### src/rtl/i2c_write_target.sv
// i2c_write_target: write-only I2C target that accepts a two-byte register
// write (7-bit register address + 9-bit data) addressed to DEV_ADDR.
//
// Ports:
//   i_clk       system clock, all logic on the rising edge
//   i_rst       synchronous active-high reset
//   i_sclk      raw SCL line
//   i_sdat      raw SDA line
//   o_sdat_oen  1 = pull SDA low (ACK), 0 = release
//   o_valid     one-cycle pulse when a complete write is accepted on STOP
//   o_reg_addr  register address of the last accepted write
//   o_reg_data  register data of the last accepted write
//   o_err       one-cycle pulse on protocol error
//   i_rd_addr   shadow register read index
//   o_rd_data   shadow register read data
//
// Optional feature: define I2C_TARGET_SHADOW_EN to build ten 9-bit shadow
// registers readable through i_rd_addr/o_rd_data. Without it o_rd_data is 0.
module i2c_write_target #(
    parameter logic [6:0]  DEV_ADDR = 7'h1A,
    parameter int unsigned MIN_HALF = 8
) (
    input  logic       i_clk,
    input  logic       i_rst,
    input  logic       i_sclk,
    input  logic       i_sdat,
    output logic       o_sdat_oen,
    output logic       o_valid,
    output logic [6:0] o_reg_addr,
    output logic [8:0] o_reg_data,
    output logic       o_err,
    input  logic [3:0] i_rd_addr,
    output logic [8:0] o_rd_data
);

    typedef enum logic [3:0] {
        S_IDLE, S_ADDR, S_ADDR_ACK, S_BYTE1, S_ACK1,
        S_BYTE2, S_ACK2, S_WAIT_STOP, S_IGNORE
    } state_t;

    localparam int unsigned HW = $clog2(MIN_HALF + 1);

    logic       scl_meta_q, scl_sync_q, scl_prev_q;
    logic       sda_meta_q, sda_sync_q, sda_prev_q;
    logic       scl_rise, scl_fall, start_det, stop_det;
    state_t     state_q;
    logic [2:0] cnt_q;
    logic [6:0] shift_q;
    logic [7:0] byte_d;
    logic       byte_done, counting;
    logic       oen_q, valid_q, err_q;
    logic [6:0] addr_tmp_q, reg_addr_q;
    logic       d8_tmp_q;
    logic [7:0] lo_tmp_q;
    logic [8:0] reg_data_q;
    logic [HW-1:0] half_cnt_q;

    // Synchronizers and edge-detect flop all reset high (idle bus).
    always_ff @(posedge i_clk) begin
        if (i_rst) begin
            scl_meta_q <= 1'b1; scl_sync_q <= 1'b1; scl_prev_q <= 1'b1;
            sda_meta_q <= 1'b1; sda_sync_q <= 1'b1; sda_prev_q <= 1'b1;
        end else begin
            scl_meta_q <= i_sclk; scl_sync_q <= scl_meta_q; scl_prev_q <= scl_sync_q;
            sda_meta_q <= i_sdat; sda_sync_q <= sda_meta_q; sda_prev_q <= sda_sync_q;
        end
    end

    assign scl_rise  = scl_sync_q & ~scl_prev_q;
    assign scl_fall  = ~scl_sync_q & scl_prev_q;
    // SCL must be high on both sides so a simultaneous SCL/SDA change is not a START/STOP.
    assign start_det = scl_sync_q & scl_prev_q & sda_prev_q & ~sda_sync_q;
    assign stop_det  = scl_sync_q & scl_prev_q & ~sda_prev_q & sda_sync_q;

    assign byte_d    = {shift_q, sda_sync_q};
    assign byte_done = scl_rise && (cnt_q == 3'd7);
    assign counting  = (state_q == S_ADDR) || (state_q == S_BYTE1) ||
                       (state_q == S_BYTE2) || (state_q == S_WAIT_STOP);

    always_ff @(posedge i_clk) begin
        if (i_rst) begin
            state_q    <= S_IDLE;
            cnt_q      <= '0;
            shift_q    <= '0;
            oen_q      <= 1'b0;
            valid_q    <= 1'b0;
            err_q      <= 1'b0;
            addr_tmp_q <= '0;
            d8_tmp_q   <= 1'b0;
            lo_tmp_q   <= '0;
            reg_addr_q <= '0;
            reg_data_q <= '0;
        end else begin
            valid_q <= 1'b0;
            err_q   <= 1'b0;
            if (scl_rise) begin
                shift_q <= {shift_q[5:0], sda_sync_q};
            end
            if (start_det) begin
                state_q <= S_ADDR;
                cnt_q   <= '0;
                oen_q   <= 1'b0;
            end else if (stop_det) begin
                state_q <= S_IDLE;
                cnt_q   <= '0;
                oen_q   <= 1'b0;
                case (state_q)
                    S_ADDR_ACK, S_BYTE1, S_ACK1, S_BYTE2, S_ACK2: err_q <= 1'b1;
                    S_WAIT_STOP: begin
                        valid_q    <= 1'b1;
                        reg_addr_q <= addr_tmp_q;
                        reg_data_q <= {d8_tmp_q, lo_tmp_q};
                    end
                    default: ;
                endcase
            end else begin
                if (scl_rise && counting) begin
                    cnt_q <= cnt_q + 3'd1;
                end
                case (state_q)
                    S_ADDR: if (byte_done) begin
                        state_q <= (byte_d == {DEV_ADDR, 1'b0}) ? S_ADDR_ACK : S_IGNORE;
                    end
                    // First SCL fall (end of bit 8) starts the ACK, the next one ends it.
                    S_ADDR_ACK, S_ACK1, S_ACK2: if (scl_fall) begin
                        if (!oen_q) begin
                            oen_q <= 1'b1;
                        end else begin
                            oen_q <= 1'b0;
                            cnt_q <= '0;
                            case (state_q)
                                S_ADDR_ACK: state_q <= S_BYTE1;
                                S_ACK1:     state_q <= S_BYTE2;
                                default:    state_q <= S_WAIT_STOP;
                            endcase
                        end
                    end
                    S_BYTE1: if (byte_done) begin
                        addr_tmp_q <= byte_d[7:1];
                        d8_tmp_q   <= byte_d[0];
                        state_q    <= S_ACK1;
                    end
                    S_BYTE2: if (byte_done) begin
                        lo_tmp_q <= byte_d;
                        state_q  <= S_ACK2;
                    end
                    S_WAIT_STOP: if (byte_done) begin
                        err_q   <= 1'b1;
                        state_q <= S_IGNORE;
                    end
                    default: ;
                endcase
            end
        end
    end

    // Cycles since the last synced SCL edge, saturating at MIN_HALF; used only
    // to flag a bus clocked faster than the target was sized for.
    always_ff @(posedge i_clk) begin
        if (i_rst) begin
            half_cnt_q <= HW'(MIN_HALF);
        end else if (scl_rise || scl_fall) begin
            assert (half_cnt_q >= HW'(MIN_HALF));
            half_cnt_q <= HW'(1);
        end else if (half_cnt_q < HW'(MIN_HALF)) begin
            half_cnt_q <= half_cnt_q + HW'(1);
        end
    end

    assign o_sdat_oen = oen_q;
    assign o_valid    = valid_q;
    assign o_err      = err_q;
    assign o_reg_addr = reg_addr_q;
    assign o_reg_data = reg_data_q;

`ifdef I2C_TARGET_SHADOW_EN
    logic [8:0] shadow_q [10];

    // Updated the cycle after o_valid from the freshly latched write.
    always_ff @(posedge i_clk) begin
        if (i_rst) begin
            for (int unsigned i = 0; i < 10; i++) shadow_q[i] <= '0;
        end else if (valid_q) begin
            if (reg_addr_q < 7'd10) begin
                shadow_q[reg_addr_q[3:0]] <= reg_data_q;
            end else if (reg_addr_q == 7'h0F) begin
                for (int unsigned i = 0; i < 10; i++) shadow_q[i] <= '0;
            end
        end
    end

    assign o_rd_data = (i_rd_addr < 4'd10) ? shadow_q[i_rd_addr] : '0;
`else
    logic unused_rd_addr;
    assign unused_rd_addr = ^i_rd_addr;
    assign o_rd_data      = '0;
`endif

endmodule

### config.mk
export PLATFORM = sky130hd
export DESIGN_NAME = i2c_write_target
export DESIGN_NICKNAME = d
export VERILOG_FILES = /design/src/rtl/i2c_write_target.sv
export SDC_FILE = /design/constraint.sdc
export NUM_CORES = 1
export LEC_CHECK = 0
export BUFFER_PORTS_ARGS = -buffer_cell sky130_fd_sc_hd__buf_2
export CAP_MARGIN = 40
export CORE_ASPECT_RATIO = 1.75
export CORE_MARGIN = 10
export CORE_UTILIZATION = 55
export DETAILED_ROUTE_END_ITERATION = 6
export GPL_TIMING_DRIVEN = 1
export PLACE_DENSITY_LB_ADDON = 0.25
export SLEW_MARGIN = 5
export SYNTH_ARGS = -nofsm -noshare
export SYNTH_HDL_FRONTEND = slang
export SYNTH_SLANG_ARGS = --single-unit
### constraint.sdc
create_clock -name i_clk -period 1.9 [get_ports i_clk]
set_input_delay 0.285 -clock i_clk [delete_from_list [all_inputs] [get_ports i_clk]]
set_output_delay 0.285 -clock i_clk [all_outputs]
set_load 0.01 [all_outputs]
== After elaboration in Yosys (flattened, before gate mapping) ==
Index checks and enable logic that the tools add are counted.
Storage, ports and cells
  flip-flop bits (word level): 55
  input port bits: 8
  output and inout bits: 28
  word-level logic and storage cells: 92
Operators by class
  $add $sub $neg: 1
  equality and inequality tests: 21
  multiplexer cells: 21
  bitwise operators: 13
  reductions and logical operators: 18
Operator list (count)
  4-bit two-way mux: 7
  4-bit inequality test, second input constant: 6
  4-bit case mux with 5 select lines: 1
  4-bit by 3-bit equality test with 1-bit output, second input constant: 4
  7-bit AND reduction: 2
  3-bit two-way mux: 4
  2-bit inequality test, second input constant: 6
  3-bit OR reduction: 3
  4-bit by 2-bit equality test with 1-bit output, second input constant: 2
  8-bit by 6-bit equality test with 1-bit output, second input constant: 1
  1-bit two-way mux: 8
  4-bit AND reduction: 2
  1-bit AND: 7
  7-bit nonzero test: 1
  1-bit inverter: 6
  3-bit case mux with 2 select lines: 1
  5-bit nonzero test: 1
  5-bit OR reduction: 1
  4-bit by 1-bit equality test with 1-bit output, second input constant: 1
  3-bit by 1-bit adder with 3-bit output, second input constant: 1
  3-bit equality test, second input constant: 1
  1-bit logical OR: 3
  3-bit AND reduction: 1
  1-bit logical AND: 2
  other kinds (2): 2

== Longest topological paths before layout ==
Gate-level depths: netlist of run 1.
  depth in word-level cells: 9
  mapped depth: 7
  mapped depth without buffers: 6

== Least setup slack after synthesis of run 1 ==
No wires, ideal clock.
  kind: flip-flop to flip-flop
  start: register cnt_q[0]
  end: register lo_tmp_q[7]
  setup time: 0.128 ns
  data arrival time: 1.494 ns
  data required time: 1.772 ns
  path slack: 0.279 ns
  stages on the path, launching flop included: 7
  path buffers: 0
  period minus slack after synthesis: 1.621 ns
  cells stage by stage: dfxtp_1 ha_1 ha_1 nand3b_1 nor4_4 mux2i_1 nor2_1
Between the ends
  cells in the longest elaborated chain, start to end: 3
Ends and longest elaborated chain
  from (decl): RTL line 47  | logic [2:0] cnt_q;
  from (signal assigned): RTL line 118  | cnt_q <= cnt_q + 3'd1;
  3-bit equality test: RTL line 76  | assign byte_done = scl_rise && (cnt_q == 3'd7);
  1-bit logical AND: RTL line 76
  4-bit AND reduction (no line)
  to (signal assigned): RTL line 144  | lo_tmp_q <= byte_d;
  to (decl): RTL line 54  | logic [7:0] lo_tmp_q;
No other way between the ends.
A chain may end at the register's enable or synchronous reset.

== Final worst setup path of run 1 ==
  start: register cnt_q[0]
  end: register d8_tmp_q
Between the ends
  cells in the longest elaborated chain, start to end: 3
Ends and longest elaborated chain
  3-bit equality test: RTL line 76
  1-bit logical AND: RTL line 76
  4-bit AND reduction (no line)
  to (signal assigned): RTL line 140  | d8_tmp_q <= byte_d[0];
  to (decl): RTL line 53  | logic d8_tmp_q;
No other way between the ends.

==> reports/results.tsv, run 1 <==
stage	metric	value	unit
power	static-leakage-power	0.935	nW
cts	clock-sinks	55	
grt	grt_overflow	0	
setup_path	max_stage_delay	0.36	ns
route	dr_total_vias	1497	
placement	pre_cts_slack	0.173	ns
route	drc	0	
setup_path	cp.required	2.08	ns
timing	setup_tns	0	ns
synth	synth.avg_cell_area	9.73	sq um
timing	post-route-min-period	1.72	ns
placement	hpwlAfterDp	2810	microns
floorplan	ios	36	
grt	grt_pass1_vias	1488	
route	ant_nets	0	
cts	post_cts_resized	0	
synth	synthCells	223	
setup_path	cp_slowest_cell	dfxtp_1	
timing	finalClockSkew	0.00274	ns
synth	netlist_area	0.00217	sq mm
setup_path	worstSetupPathType	register to register	
timing	rsz0062_at_grt	false	
grt	grt_max_degree	49	
route	dr.pass1.iters	4	
floorplan	die_h	103	microns
route	wire_per_inst	13.6	microns
setup_path	crit_top_cell	ha_1	
timing	finalWorstSetupSlack	0.178	ns
placement	numPlacedInstances	284	
placement	gp_congestion	0.782	
floorplan	coreArea	0.00383	sq mm
job	max_cap_viol_count	0	
grt	grtUsageTotal	12.4	%
cells_and_area	layout_commonest_cell	dfxtp_1	
cts	insertion_delay	0.30	ns
cts	clkTransAtPathRegs	0.09	ns
cts	numCtsBuffers	5	
floorplan	die_w	67.5	microns
cells_and_area	antenna_cells	0	
cts	cts_setup_buffers	0	
run_status	outcome	completed	
timing	timing.final.crit_share	90.6	%
setup_path	arrival	1.91	ns
cells_and_area	drive_gt1_share	19.3	%
power	finalPower	2.01	mW
cells_and_area	stdcell_count	292	
min_path	worstHoldPathType	input port to register	
power	cellPowerDensity	836	mW/mm^2
timing	maxSlewViolCount	0	
route	via_per_inst	5.13	
cells_and_area	fillCellCount	354	
power	ir_worst_vdd	714	uV
placement	placed_cell_area	0.00229	sq mm
timing	finalHoldViolations	0	
synth	ys_warn_count	0	
synth	synth_seq_cells	55	
cts	cts_root_buf	clkbuf_8	
cells_and_area	layout_common_cells	dfxtp_1, nor2_1, mux2i_1, buf_2, nand2_1	
cells_and_area	synthToLayoutAreaGrowth	10.8	%
setup_path	cp_max_fo	9	
floorplan	start_util	56.7	%
grt	antenna_found_initial	0	
setup_path	path_delay_family	simple AND/OR/NAND/NOR gates	
timing	maxClockFrequency	0.581	GHz
setup_path	path_cells	ha_1 > ha_1 > nand3b_1 > nor4_2 > buf_4 > mux2i_1 > nor2_1	
floorplan	row_count	30	
floorplan	die_area	0.00696	sq mm
timing	tightest_slew	0.536	ns
route	dr.first_iter.drc_count	46	
timing	slew_headroom	64.1	%
setup_path	crit_path_start_kind	register	
setup_path	path_buf_inv	1	
timing	setup_violations	0	
placement	portBuffers	22	
synth	yosysUniqueCellTypes	36	
cts	htreeDepth	2	
cts	cts_hold_buf	0	
cts	ctsLongestPathBuffers	2	
route	wl	3970	microns
cells_and_area	final_area	0.00240	sq mm
grt	grt_first_pass_wirelength	6780	microns
setup_path	cp-end-kind	register	
cells_and_area	fin_nets	253	
cts	cts_tree	done	
synth	yosysSeqAreaShare	50.7	%
[path summary, 6_finish.rpt]
kind / from / end / slack (ns) / depth (start not counted)
max: cnt_q[0] / d8_tmp_q / 0.18 / 7
min: i_sdat / sda_meta_q / 0.16 / 2
max reg2reg: cnt_q[0] / d8_tmp_q / 0.18 / 7
min reg2reg: sda_meta_q / sda_sync_q / 0.41 / 1
[sequential cells by signal (all words and copies together) (netlist names)]
signal      cells
d8_tmp_q        1
sda_sync_q      1
scl_sync_q      1
lo_tmp_q        8
scl_meta_q      1
state_q         4
shift_q         7
o_sdat_oen      1
sda_prev_q      1
o_reg_addr      7
o_reg_data      9
addr_tmp_q      7
sda_meta_q      1
o_err           1
scl_prev_q      1
cnt_q           3
o_valid         1
[cells in the mapped netlist, drive strengths merged]
cell type	count	share of area, %
nand4	1	0.29
nor3	1	0.75
nor2	35	6.1
inv	2	0.35
or2	7	2.0
ha	2	1.2
conb	1	0.17
nand2	21	3.7
nor4	4	1.8
buf	13	4.6
nand3	2	0.46
and2	1	0.29
and3	1	0.29
nand4b	2	0.81
xnor2	1	0.40
or3	1	0.29
a21oi	13	3.0
o21ai	4	0.92
nand3b	1	0.35
nand2b	2	0.69
o211a	1	0.46
a41o	1	0.46
mux2i	32	15
dfxtp	55	51
a31oi	5	1.4
xor2	2	0.81
o21ba	1	0.46
clkbuf	8	1.4
a21boi	1	0.35
nor2b	2	0.58
[through the flow]
stage / utilization [%] / hold slack [ns]
after floorplan: - / 0.389
after global placement: 59.7 / 0.391
after detailed placement: 59.7 / 0.392
after CTS: 62.8 / 0.152
after global routing: 62.8 / 0.160
final: 62.8 / 0.157
[kinds of logic (layout without fill, tap and decap cells)]
group,after synthesis,in the layout,synth area share (%)
multiplexers,32,32,14.8
adder cells (fa/ha/maj),2,2,1.15
XOR/XNOR,3,3,1.21
buffers and inverters,23,36,6.40
AO/OA/AOI/OAI,26,26,7.09
AND/OR/NAND/NOR,81,81,18.5
flip-flops,55,55,50.7
other,1,9,0.173
[power breakdown]
| part | internal, mW | switching, mW | leakage [nW] | total [mW] |
|---|---|---|---|---|
| logic | 0.0140 | 0.0396 | 0.430 | 0.0536 |
| registers | 1.16 | 0.00843 | 0.444 | 1.17 |
| clock network | 0.427 | 0.364 | 0.0612 | 0.790 |
| total | 1.60 | 0.412 | 0.935 | 2.01 |
[worst register-to-register path, cell delays in order (launching register included)]
cell and delay, ns:
dfxtp_1 0.36, ha_1 0.16, ha_1 0.15, nand3b_1 0.21, nor4_2 0.20, buf_4 0.25, mux2i_1 0.21, nor2_1 0.06
[final cells by class]
class | instances | area, sq um | area share [%]
tap | 48 | 60.1 | 2.50
inverter | 2 | 7.51 | 0.312
multi-input combinational | 153 | 966 | 40.2
clock buffer | 6 | 82.6 | 3.43
clock inverter | 2 | 35.0 | 1.46
timing repair buffer | 26 | 153 | 6.35
sequential | 55 | 1100 | 45.8
[per-layer routing]
layer | track usage [%] | part of all wire (%) | up-vias
met5 | 0 | 0 | -
met4 | 6.83 | 1.9 | 0
met3 | 2.94 | 3.1 | 7
met2 | 21.6 | 52 | 19
met1 | 13.1 | 43 | 702
li1 | - | - | 769
Power figures use the tool's default switching activity.
==> run 2, diff against run 1 <==
CORE_ASPECT_RATIO = unset   (was 1.75)
RECOVER_POWER = 100   (was unset)
==> run 2 against run 1 <==
Compared with the run above: global-route usage is 1.0 points lower; critical path depth is 1 higher; first-iteration DRC count grew to 3.0 times the previous value; worst hold slack worse by 0.0054 ns; total power is 0.75% lower; wire length is 2.0% lower; via count is 2.9% higher; highest routed layer unchanged.
==> reports/results.tsv, run 2 (synthesized netlist as in run 1, its figures left out) <==
stage	metric	value	unit
timing	maxClockFrequency	0.586	GHz
route	ant_nets	0	
grt	antenna_found_initial	0	
job	max_cap_viol_count	0	
min_path	hp-start	i_sclk	
cts	cts_tree	done	
route	dr_total_vias	1540	
floorplan	die_w	82.8	microns
placement	placed_cell_area	0.00231	sq mm
cts	post_cts_resized	0	
floorplan	die_area	0.00686	sq mm
setup_path	regToRegSetupSlack	0.19	ns
placement	hpwlAfterDp	2810	microns
power	p_int	1.57	mW
cts	ctsLongestPathBuffers	2	
cts	insertion_delay	0.31	ns
placement	pre_cts_slack	0.206	ns
run_status	outcome	completed	
power	ir_worst_vdd	639	uV
setup_path	arrival	1.90	ns
cells_and_area	stdcell_count	295	
route	via_per_inst	5.22	
power	pwr-share-comb	2.8	%
grt	grtUsageTotal	11.4	%
timing	finalWorstSetupSlack	0.194	ns
placement	numPlacedInstances	287	
setup_path	crit_path_start_kind	register	
cts	numCtsBuffers	5	
placement	portBuffers	22	
floorplan	start_util	58.0	%
timing	slew_headroom	32.9	%
cts	clock-sinks	55	
placement	gp_congestion	0.821	
timing	tightest_slew	1.01	ns
floorplan	coreArea	0.00374	sq mm
cells_and_area	final_area	0.00238	sq mm
cells_and_area	largest_reg_flops	9	
floorplan	ios	36	
min_path	hold_depth	2	
timing	hold_ws	0.152	ns
power	power_frac_clock	38.8	%
timing	setup_violations	0	
route	drc	0	
cells_and_area	layout_common_cells	dfxtp_1, nor2_1, mux2i_1, clkbuf_1, nand2_1	
route	wire_per_inst	13.2	microns
grt	grt_first_pass_wirelength	6780	microns
route	dr.pass1.iters	4	
timing	rsz0062_at_grt	false	
setup_path	cp_max_fo	8	
cells_and_area	drive_gt1_share	10.5	%
setup_path	worstSetupPathType	register to register	
floorplan	row_count	22	
timing	post-route-min-period	1.71	ns
power	swShare	21.3	%
timing	finalClockSkew	0.00919	ns
route	dr.first_iter.drc_count	137	
cts	cts_hold_buf	0	
setup_path	cp-end-kind	register	
cells_and_area	synthToLayoutAreaGrowth	9.75	%
min_path	worstHoldPathType	input port to register	
cts	htreeDepth	2	
timing	setup_tns	0	ns
grt	grt_pass1_vias	1496	
cts	cts_setup_buffers	0	
power	p_seq_share	58.4	%
timing	timing.final.crit_share	89.8	%
timing	maxSlewViolCount	0	
power	cellPowerDensity	838	mW/mm^2
cts	cts_root_buf	clkbuf_8	
cts	clkTransAtPathRegs	0.09	ns
cells_and_area	antenna_cells	0	
cells_and_area	layout_commonest_cell	dfxtp_1	
cells_and_area	fin_nets	256	
power	p_sw	0.425	mW
timing	finalHoldViolations	0	
power	static-leakage-power	0.847	nW
setup_path	rr_worst_depth	8	
floorplan	die_h	82.8	microns
setup_path	cp.required	2.09	ns
setup_path	r2r_end	lo_tmp_q[3]	
grt	grt_overflow	0	
grt	grt_max_degree	28	
min_path	holdPathEnd	scl_meta_q	
setup_path	r2r_start	cnt_q[0]	
route	wl	3890	microns
## run 2: cell types whose count changed in the layout (fill, tap and decap cells not counted), sizes merged
cell / previous run / this run
buf: 26 / 5
clkbuf: 6 / 30
clkinv: 1 / 0
inv: 2 / 3
## run 2: how the worst max path moves through the flow
stage               startpoint          end  slack, ns  cells after the start
floorplan             cnt_q[0]  lo_tmp_q[7]       0.28                      6
global placement      cnt_q[0]  lo_tmp_q[2]       0.25                      8
detailed placement    cnt_q[0]  lo_tmp_q[3]       0.21                      8
CTS                   cnt_q[0]  lo_tmp_q[3]       0.19                      8
global route          cnt_q[0]  lo_tmp_q[3]       0.03                      8
finish                cnt_q[0]  lo_tmp_q[3]       0.19                      8
## run 2: critical path, stage by stage, from the launching register on
cell	delay, ns
dfxtp_1	0.36
ha_1	0.15
ha_1	0.14
nand3b_1	0.13
clkbuf_1	0.18
nor4_4	0.13
buf_4	0.22
mux2i_1	0.21
nor2_1	0.06
## run 2: power groups by stage
stage                     logic, mW  registers (mW)  clock network [mW]
after floorplan              0.0593            1.19                   0
after global placement       0.0570            1.19                   0
after detailed placement     0.0569            1.19                   0
after CTS                    0.0571            1.17               0.787
after global routing         0.0631            1.17               0.841
final                        0.0551            1.17               0.775
## run 2: stage by stage
step                utilization, %  power (mW)
floorplan                        -        1.25
global placement              61.7        1.25
detailed placement            61.7        1.25
CTS                           64.7        2.01
global route                  63.6        2.07
finish                        63.6        2.00
## run 2: area by class of cell
class	instances	area, sq um
inverter	2	7.51
timing repair buffer	29	138
clock inverter	2	38.8
sequential	55	1100
multi-input combinational	153	963
clock buffer	6	72.6
fill	340	1360
tap	48	60.1
## run 2: routing by layer
metal	up-vias	wire length, microns	GRT usage [%]
met5	-	0	0
met4	0	35	3.23
met3	5	230	5.27
met2	36	1780	17.5
met1	719	1840	13.8
li1	780	-	-
==> run 3, diff against run 2 <==
PLACE_DENSITY_LB_ADDON = 0.12   (was 0.25)
==> run 3 against run 2 <==
Compared with the run above: clock-buffer cell count decreased by 1; clock skew about the same; wire length decreased by 2.3%; core utilization down 1.1 points.
==> reports/results.tsv, run 3 (synthesized netlist as in run 1, its figures left out) <==
stage	metric	value	unit
placement	portBuffers	22	
run_status	outcome	completed	
setup_path	crit_path_start_kind	register	
floorplan	ios	36	
cells_and_area	antenna_cells	0	
power	p_seq_share	62.4	%
cts	cts_tree	done	
cells_and_area	finalCoreUtilization	62.5	%
cells_and_area	fin_nets	254	
timing	setup_violations	0	
route	dr.first_iter.drc_count	58	
cells_and_area	drive_gt1_share	10.2	%
setup_path	crit_top_cell	ha_1	
setup_path	path_cells	ha_1 > ha_1 > nand3b_1 > nor4_1 > buf_4 > mux2i_1 > nor2_1	
power	static-leakage-power	0.818	nW
cts	cts_hold_buf	0	
timing	tightest_slew	0.853	ns
timing	hold_ws	0.156	ns
timing	finalHoldViolations	0	
grt	grt_first_pass_wirelength	6530	microns
setup_path	r2r_start	cnt_q[0]	
timing	rsz0062_at_grt	false	
power	swShare	23.1	%
cts	clkTransAtPathRegs	0.09	ns
route	dr.pass1.iters	4	
grt	grt_overflow	0	
cts	clock-sinks	55	
timing	post-route-min-period	1.70	ns
cells_and_area	synthToLayoutAreaGrowth	7.79	%
cts	numCtsBuffers	5	
setup_path	cp_max_fo	9	
placement	gp_congestion	0.793	
timing	setup_tns	0	ns
cells_and_area	largest_reg_flops	9	
setup_path	regToRegSetupSlack	0.20	ns
power	pwr-share-comb	2.8	%
grt	antenna_found_initial	0	
power	finalPower	1.87	mW
floorplan	start_util	58.0	%
route	wire_per_inst	13.0	microns
floorplan	die_w	82.8	microns
setup_path	startpoint	cnt_q[0]	
floorplan	die_h	82.8	microns
cells_and_area	layout_common_cells	dfxtp_1, nor2_1, mux2i_1, clkbuf_1, nand2_1	
route	via_per_inst	5.05	
timing	timing.final.crit_share	89.6	%
power	power_frac_clock	34.8	%
setup_path	arrival	1.87	ns
route	wl	3800	microns
job	max_cap_viol_count	0	
setup_path	rr_worst_depth	7	
route	ant_nets	0	
timing	slew_headroom	43.1	%
route	drc	0	
placement	hpwlAfterDp	2720	microns
floorplan	coreArea	0.00374	sq mm
setup_path	cp_slowest_cell	dfxtp_1	
grt	grt_pass1_vias	1395	
min_path	worstHoldPathType	input port to register	
setup_path	critPathCapture	addr_tmp_q[3]	
cells_and_area	layout_commonest_cell	dfxtp_1	
setup_path	max_stage_delay	0.36	ns
floorplan	die_area	0.00686	sq mm
timing	maxSlewViolCount	0	
cts	htreeDepth	2	
setup_path	r2r_end	addr_tmp_q[3]	
cts	insertion_delay	0.31	ns
setup_path	worstSetupPathType	register to register	
grt	grtUsageTotal	10.9	%
cts	ctsLongestPathBuffers	2	
power	ir_worst_vdd	468	uV
timing	maxClockFrequency	0.588	GHz
timing	finalClockSkew	0.00963	ns
cts	cts_setup_buffers	0	
grt	grt_max_degree	29	
setup_path	cp.required	2.07	ns
cts	cts_root_buf	clkbuf_8	
setup_path	cp-end-kind	register	
power	p_int	1.44	mW
cts	post_cts_resized	0	
route	dr_total_vias	1480	
power	p_sw	0.431	mW
floorplan	row_count	22	
power	cellPowerDensity	800	mW/mm^2
## run 3: power by group through the flow
stage / Sequential, mW / Clock [mW] / Combinational, mW
after floorplan: 1.19 / 0 / 0.0593
after global placement: 1.19 / 0 / 0.0559
after detailed placement: 1.19 / 0 / 0.0558
after CTS: 1.17 / 0.671 / 0.0558
after global routing: 1.17 / 0.719 / 0.0616
final: 1.17 / 0.650 / 0.0533
## run 3: through the flow
step           area (sq um)  setup slack, ns  cells
2_1_floorplan          2200            0.279    231
5_1_grt                2340           0.0486    293
6_report               2340            0.198    293
3_5_place_dp           2290            0.239    285
4_1_cts                2390            0.225    293
3_3_place_gp           2290            0.259    285
## run 3: area by class of cell
| type | count | area (sq um) |
|---|---|---|
| multi-input cells | 153 | 948 |
| clock inverters | 3 | 23.8 |
| fillers | 342 | 1410 |
| flip-flops and latches | 55 | 1100 |
| well taps | 48 | 60.1 |
| inverters | 2 | 7.51 |
| clock buffers | 5 | 68.8 |
| repair buffers | 27 | 129 |
## run 3: worst min path at each step
stage	start	end	slack, ns	depth (start not counted)
6_report	i_sclk	scl_meta_q	0.16	2
3_5_place_dp	sda_meta_q	sda_sync_q	0.40	1
3_3_place_gp	scl_meta_q	scl_sync_q	0.39	1
5_1_grt	i_sdat	sda_meta_q	0.14	2
2_1_floorplan	i_sclk	scl_meta_q	0.39	1
4_1_cts	i_sclk	scl_meta_q	0.15	2
## run 3: worst max-delay path: cells and delay by family (launching register included)
family / cells / cell delay, ns
AND/OR/NAND/NOR: 3 / 0.46
flip-flops: 1 / 0.36
adder cells (fa/ha/maj): 2 / 0.28
buffers and inverters: 1 / 0.26
multiplexers: 1 / 0.20
## run 3: per-layer routing
| metal | vias up | global-route usage (%) | part of all wire, % |
|---|---|---|---|
| met5 | - | 0 | 0 |
| met4 | 0 | 3.69 | 1.3 |
| met3 | 5 | 4.69 | 5.6 |
| met2 | 27 | 16.1 | 43 |
| met1 | 671 | 13.9 | 50 |
| li1 | 777 | - | - |
